**config.mk**
```make
export PLATFORM = sky130hd
export DESIGN_NAME = axis_argmax_classifier
export DESIGN_NICKNAME = d
export VERILOG_FILES = /design/src/rtl/cnn_axis_pkg.sv /design/src/rtl/signed_max_cmp.sv /design/src/rtl/axis_argmax_classifier.sv
export SDC_FILE = /design/constraint.sdc
export NUM_CORES = 1
export LEC_CHECK = 0
export BUFFER_PORTS_ARGS = -buffer_cell sky130_fd_sc_hd__clkbuf_2
export CORE_MARGIN = 2
export CORE_UTILIZATION = 30
export DETAILED_ROUTE_END_ITERATION = 10
export SYNTH_ARGS = -nofsm -noshare
export SYNTH_HDL_FRONTEND = slang
export SYNTH_SLANG_ARGS = --single-unit
```
**constraint.sdc**
```tcl
create_clock -name s00_axis_aclk -period 6.6 [get_ports s00_axis_aclk]
set_input_delay 0 -clock s00_axis_aclk [delete_from_list [all_inputs] [get_ports s00_axis_aclk]]
set_output_delay 0 -clock s00_axis_aclk [all_outputs]
set_load 0.01 [all_outputs]
```
**src/rtl/cnn_axis_pkg.sv**
```systemverilog
// cnn_axis_pkg: shared class-count/score-width constants, result error bit and output FSM encodings for the CNN AXI-Stream blocks
package cnn_axis_pkg;
  localparam int CNN_NUM_CLASSES = 10;
  localparam int CNN_SCORE_W = 32;
  localparam int CNN_RES_ERR_BIT = 31;
  typedef enum logic [1:0] {ST_ACC, ST_OUT, ST_OUT_SCORE} state_t;
endpackage

```
**src/rtl/signed_max_cmp.sv**
```systemverilog
// signed_max_cmp: one running signed max/argmax step (score, max_in, idx_in, cnt -> max_out, idx_out); cnt==0 seeds, later beats win only when strictly greater
module signed_max_cmp
  import cnn_axis_pkg::*;
#(
  parameter int DATA_W = CNN_SCORE_W,
  parameter int IDX_W = 4
) (
  input  logic [DATA_W-1:0] score,
  input  logic [DATA_W-1:0] max_in,
  input  logic [IDX_W-1:0]  idx_in,
  input  logic [IDX_W-1:0]  cnt,
  output logic [DATA_W-1:0] max_out,
  output logic [IDX_W-1:0]  idx_out
);
  logic take;
  assign take = cnt == '0 || $signed(score) > $signed(max_in);
  assign max_out = take ? score : max_in;
  assign idx_out = take ? cnt : idx_in;
endmodule

```
**src/rtl/axis_argmax_classifier.sv**
```systemverilog
// axis_argmax_classifier: s00 score frames (tdata/tvalid/tlast, tstrb ignored) -> one m00 beat {err@MSB, argmax idx}; ARGMAX_SCORE_OUT_EN adds a second beat with the max score
module axis_argmax_classifier
  import cnn_axis_pkg::*;
#(
  parameter int NUM_CLASSES = CNN_NUM_CLASSES,
  parameter int DATA_W = CNN_SCORE_W,
  parameter int IDX_W = 4
) (
  input  logic                s00_axis_aclk,
  input  logic                s00_axis_aresetn,
  input  logic                s00_axis_tvalid,
  output logic                s00_axis_tready,
  input  logic [DATA_W-1:0]   s00_axis_tdata,
  input  logic [DATA_W/8-1:0] s00_axis_tstrb,
  input  logic                s00_axis_tlast,
  output logic                m00_axis_tvalid,
  input  logic                m00_axis_tready,
  output logic [DATA_W-1:0]   m00_axis_tdata,
  output logic [DATA_W/8-1:0] m00_axis_tstrb,
  output logic                m00_axis_tlast
);
  localparam int ERR_BIT = DATA_W == CNN_SCORE_W ? CNN_RES_ERR_BIT : DATA_W - 1;
  localparam logic [IDX_W:0] NC = (IDX_W+1)'(NUM_CLASSES);
  localparam logic [IDX_W:0] NC_LAST = (IDX_W+1)'(NUM_CLASSES - 1);
`ifdef ARGMAX_SCORE_OUT_EN
  localparam state_t AFTER_IDX = ST_OUT_SCORE;
  localparam logic LAST_ON_IDX = 1'b0;
`else
  localparam state_t AFTER_IDX = ST_ACC;
  localparam logic LAST_ON_IDX = 1'b1;
`endif
  state_t state, nxt;
  logic rdy, hs, in_range, err, nerr;
  logic [IDX_W:0] cnt;
  logic [IDX_W-1:0] idx, cmp_idx, nidx;
  logic [DATA_W-1:0] best, cmp_max, nbest, res, res_nxt;
  logic unused_ok;
  assign unused_ok = ^s00_axis_tstrb;
  signed_max_cmp #(.DATA_W(DATA_W), .IDX_W(IDX_W)) u_cmp (
    .score(s00_axis_tdata),
    .max_in(best),
    .idx_in(idx),
    .cnt(cnt[IDX_W-1:0]),
    .max_out(cmp_max),
    .idx_out(cmp_idx)
  );
  always_comb begin
    hs = s00_axis_tvalid & rdy;
    in_range = cnt < NC;
    nbest = in_range ? cmp_max : best;
    nidx = in_range ? cmp_idx : idx;
    nerr = err | ~in_range | (s00_axis_tlast & (cnt != NC_LAST));
    res_nxt = '0;
    res_nxt[IDX_W-1:0] = nidx;
    res_nxt[ERR_BIT] = nerr;
    case (state)
      ST_ACC:  nxt = hs && s00_axis_tlast ? ST_OUT : ST_ACC;
      ST_OUT:  nxt = m00_axis_tready ? AFTER_IDX : ST_OUT;
      default: nxt = m00_axis_tready || state != ST_OUT_SCORE ? ST_ACC : state;
    endcase
  end
  always_ff @(posedge s00_axis_aclk or negedge s00_axis_aresetn)
    if (!s00_axis_aresetn) begin
      state <= ST_ACC;
      rdy <= 1'b0;
      cnt <= '0;
      best <= '0;
      idx <= '0;
      err <= 1'b0;
      res <= '0;
    end else begin
      state <= nxt;
      rdy <= nxt == ST_ACC;
      if (hs) begin
        idx <= nidx;
        res <= res_nxt;
        cnt <= s00_axis_tlast ? '0 : cnt + {{IDX_W{1'b0}}, in_range};
        best <= s00_axis_tlast ? '0 : nbest;
        err <= ~s00_axis_tlast & nerr;
      end
    end
  assign s00_axis_tready = rdy;
  assign m00_axis_tvalid = state != ST_ACC;
  assign m00_axis_tstrb = {(DATA_W/8){m00_axis_tvalid}};
  assign m00_axis_tlast = state == ST_OUT ? LAST_ON_IDX : state == ST_OUT_SCORE;
`ifdef ARGMAX_SCORE_OUT_EN
  logic [DATA_W-1:0] res_score;
  always_ff @(posedge s00_axis_aclk or negedge s00_axis_aresetn)
    if (!s00_axis_aresetn) res_score <= '0;
    else if (hs) res_score <= nbest;
  assign m00_axis_tdata = state == ST_OUT ? res : state == ST_OUT_SCORE ? res_score : '0;
`else
  assign m00_axis_tdata = state == ST_OUT ? res : '0;
`endif
endmodule

```
== Word-level counts from Yosys, hierarchy flattened ==
Cells that the tools add are included.
Storage, ports and cells
  word-level logic and storage cells: 43
  bits in registers: 50
  output and inout bits: 39
  input port bits: 41
Cells by class
  mux-type cells: 12
  equality and inequality tests: 4
  reductions and logical operators: 10
  $lt $le $gt $ge: 2
  bitwise logic cells: 7
  add/sub/neg operators: 1
Operators by type and width (number)
  32-bit two-way mux: 4
  32-bit > comparator: 1
  4-bit two-way mux: 2
  2-bit nonzero test: 3
  5-bit by 1-bit adder with 5-bit output: 1
  5-bit by 4-bit less-than comparator with 1-bit output (second input constant): 1
  5-bit two-way mux: 1
  5-bit by 4-bit inequality test with 1-bit output (second input constant): 1
  2-bit logical NOT: 2
  4-bit logical NOT: 1
  2-bit one-hot mux with 2 select lines: 1
  1-bit AND: 3
  1-bit two-way mux: 3
  3-bit AND reduction: 1
  2-bit by 1-bit == test with 1-bit output (second input constant): 1
  2-bit == test (second input constant): 1
  1-bit logical OR: 2
  2-bit two-way mux: 1
  2-bit inequality test (second input constant): 1
  1-bit inverter: 2
  1-bit bitwise OR: 2
  1-bit logical AND: 1

== Logic depth before layout (Yosys ltp) ==
  depth in word-level cells: 5
  depth in mapped cells: 12
  gate-level depth less buffers: 10

== Cells and area by module ==
From an unflattened synthesis, not the netlist that was laid out.
Second synthesis, totals
  cell total of the unflattened synthesis: 490
  area total of the unflattened synthesis: 4383.0 um^2
Modules (own cells, without submodules)
  axis_argmax_classifier: cells an instance 285, times used 1, area each 2931.6 um^2
  signed_max_cmp: cells an instance 205, times used 1, area each 1451.4 um^2

== Least setup slack after synthesis ==
OpenSTA, ideal clock, no wires.
  kind: register to register
  start point: register best[31]
  end point: register best[18]
  arrival: 2367 ps
  setup slack: 4112 ps
  clock period less this slack: 2488 ps
  setup time: 121 ps
  stages on the path, launching flop included: 12
  cell sequence: dfrtp_1 -> inv_1 -> ha_1 -> nand4_1 -> or4_4 -> nor3_2 -> o211ai_1 -> o31ai_2 -> nor3_2 -> buf_6 -> buf_6 -> a22o_1
Between the ends
  word-level cells in the longest chain between the ends: 4
RTL lines
  from (decl): RTL line axis_argmax_classifier.sv:36  | logic [DATA_W-1:0] best, cmp_max, nbest, res, res_nxt;
  from (signal assigned): RTL line axis_argmax_classifier.sv:78  | best <= s00_axis_tlast ? '0 : nbest;
  32-bit > comparator: RTL line signed_max_cmp.sv:16  | assign take = cnt == '0 || $signed(score) > $signed(max_in);
  1-bit logical OR: RTL line signed_max_cmp.sv:16
  2-bit nonzero test (no source line)
  3-bit AND reduction (no source line)
Every way passes these cells.
A chain may end at the register's enable or synchronous reset.

== Final worst setup path ==
  start point: register best[14]
  end point: register best[18]
The elaborated chain is that of the path after synthesis.

==> flow_summary.ini <==
[timing]
setup_tns_ns = 0
fmax_mhz = 280
timing.final.hold_violations = 0
fin_skew_ns = 0.00676
tightest_slew_ns = 1.16
maxSlewViolCount = 0
fin_crit_sh_pct = 54.2
fin_crit_ns = 3.58
setup_viol = 0
relSlewSlack_pct = 22.6
rsz0062_at_grt = false

[critical_path]
cp_data_required_time_ns = 6.84
start_kind = flop
cp_max_fo = 29
end_kind = flop
crit_start = best[14]
path_class = flop to flop
arrival_ns = 3.81
r2r_start = best[14]

[final_layout]
layout.nets = 457
layoutNonFillerInstCount = 513
design_area_um2 = 3640
drive_above_1_share_pct = 17.9
diodes = 0
syn_to_final_growth_pct = 21.0

[drt]
drc_errors = 0
wl_um = 6510
wl_per_cell_um = 12.7
drt_iter0_drc = 95
vias = 2384
drtAntennaViolNets = 0
first_pass_iters = 4
viasPerCell = 4.65

[floorplanning]
initial_core_util_pct = 30.8
die_area_um2 = 10800
std_cell_rows = 36
core_area_um2 = 9770
die_x_um = 104
io_pins = 80
fp.dieH_um = 104

[worst_hold_path]
hold_path_class = input port to flop
min_from = s00_axis_tdata[16]

[grt]
grtUsageTotal_pct = 12.0
use_met3_pct = 2.38
grt_start_max_net_pins = 47
grt_pass1_wl_um = 10800
met1_usage_pct = 16.2
grt_use_met2_pct = 19.9
grt_overflow_total = 0
top_usage_layer = met2
grt_pass1_vias = 2302
antenna_found_initial = 0

[clock_tree]
cts_tree = built
clkTransAtPathRegs_ns = 0.09
clockRootBuffer = clkbuf_8
htree_levels = 2
cts_resized = 0
clkSinkCount = 46
clk_path_buf_depth = 2
clkLatencyLatePin_ns = 0.30
numCtsBuffers = 5
cts_post_setup_buffers_inserted = 0

[synth]
synth_top_family_by_area = compound AO/OA/AOI/OAI gates
synth-main-ff-cell = dfrtp_1
synth_fa_ha_area_share_pct = 15.4
synthArstFlopShare_pct = 100
ys_ff_latch = 46
synthMuxAreaShare_pct = 1.50
synth_cells = 304
synth_xor_area_share_pct = 0.291
ys_seq_area_share_pct = 38.3
synth_compound_area_share_pct = 20.0
avgSynthCellArea_um2 = 9.90
synth_edf_count = 0
yosysWarnings = 0
synth-simple-area-share_pct = 10.3
synth_area_um2 = 3010
synth.distinct_cells = 40

[place]
place.gp.congestion = 0.797
hpwl_um = 4620
dpl_cell_area_um2 = 3240
dp_cells = 474
io_buffers = 48

[flow_run]
maxCapViolCount = 0

[power_and_ir_drop]
switching_share_pct = 37.4
p_comb_share_pct = 42.2
sequentialPowerShare_pct = 40.1
clock_power_share_pct = 17.7
p_per_area_nw_per_um2 = 285
p_sw_mw = 0.388
p_leak_nw = 1.77
p_int_mw = 0.649
vdd_drop_max_v = 0.000103

[run_status]
status = complete, no violations
-- cell usage in the layout (no fill, tap or decap), types with 2 or more instances in the layout --
| master | count |
|---|---|
| clkbuf_2 | 48 |
| dfrtp_1 | 46 |
| ha_1 | 37 |
| inv_1 | 36 |
| dlygate4sd3_1 | 31 |
| a22o_1 | 29 |
| conb_1 | 27 |
| nand2_1 | 19 |
| a21oi_1 | 14 |
| o21ai_0 | 13 |
| nor2_1 | 8 |
| nand4_1 | 7 |
| and2_1 | 6 |
| clkbuf_8 | 6 |
| a31oi_1 | 5 |
| nand3_1 | 5 |
| o211ai_1 | 4 |
| mux2_2 | 4 |
| and4_1 | 3 |
| o311ai_0 | 3 |
| o21a_1 | 2 |
| a21o_1 | 2 |
| o211a_1 | 2 |
| nor3_1 | 2 |
| a221oi_1 | 2 |
| nor3_2 | 2 |
| buf_4 | 2 |
-- path summary, 6_finish.rpt --
check	cells after the start	slack (ns)	endpoint
worst max-delay path	10	3.02	best[18]
worst min-delay path	3	0.006	best[16]
worst max register to register	10	3.02	best[18]
worst min register to register	1	0.51	idx[1]
max in group asynchronous	3	5.85	best[10]
min in group asynchronous	3	0.32	best[22]
-- kinds of logic after synthesis --
group | count (synthesis)
simple gates | 58
xor+xnor | 1
compound gates | 82
fa+ha+maj | 37
other cells | 1
buf+inv | 75
mux | 4
flops | 46
-- layer usage --
layer,wire length [µm],share of wire [%],vias to the layer above
li1,-,-,1183
met1,3160,49,1150
met2,3080,47,46
met3,232,3.6,5
met4,36,0.55,0
met5,0,0,-
-- metrics by stage --
step	power, mW	util (%)	hold WS [ns]	setup WS [ns]
finish	1.04	37.3	0.00642	3.02
detailed placement	0.847	33.1	0.146	3.07
global route	1.14	37.3	0.0143	2.81
global placement	0.834	33.1	0.139	3.10
CTS	1.05	37.3	0.00852	3.05
floorplan	0.760	-	-0.296	4.11
-- layout make-up --
class	count	area, µm²
clock buffers	6	82.6
clock inverters	2	12.5
repair buffers	81	566
well taps	133	166
inverters	36	135
multi-input cells	209	1530
fillers	999	6130
flip-flops and latches	46	1150
-- cells in the mapped netlist, drive strengths merged (2+ instances only) --
master	n	area, µm²
a21o	2	15.0
a21oi	15	78.8
a221oi	2	17.5
a22o	29	254
a31oi	5	31.3
and2	6	37.5
and4	3	26.3
buf	37	284
clkbuf	2	7.51
dfrtp	46	1150
ha	37	463
inv	36	135
mux2	4	45.0
nand2	19	71.3
nand3	5	25.0
nand4	7	43.8
nor2	8	30.0
nor3	4	30.0
o211a	2	20.0
o211ai	4	30.0
o21a	2	15.0
o21ai	13	65.1
o311ai	3	26.3
-- sequential cells by signal (all words and copies together), names as in the netlist --
register         flops
best                32
state                2
cnt                  5
err                  1
idx                  3
res                  2
s00_axis_tready      1
-- power groups by stage --
stage	Clock [mW]	Sequential [mW]	Combinational (mW)
2_1_floorplan	0	0.408	0.352
3_3_place_gp	0	0.418	0.416
3_5_place_dp	0	0.420	0.427
4_1_cts	0.192	0.416	0.445
5_1_grt	0.204	0.428	0.504
6_report	0.183	0.415	0.438
-- timing repair --
item | 4_1_cts | 5_1_grt
endpoints found under the setup margin | 0 | 0
hold buffers | 31 | 0
endpoints found under the hold margin | 77 | 0
-- critical path: stages, from the launching register on --
cell      delay [ns]
dfrtp_1         0.35
inv_1           0.05
ha_1            0.31
nand4_1         0.20
nor4b_1         0.59
o21ai_0         0.28
a21oi_1         0.20
o211ai_1        0.14
o31ai_2         0.15
o21a_1          0.98
a22o_1          0.26
Power figures use the tool's default switching activity.
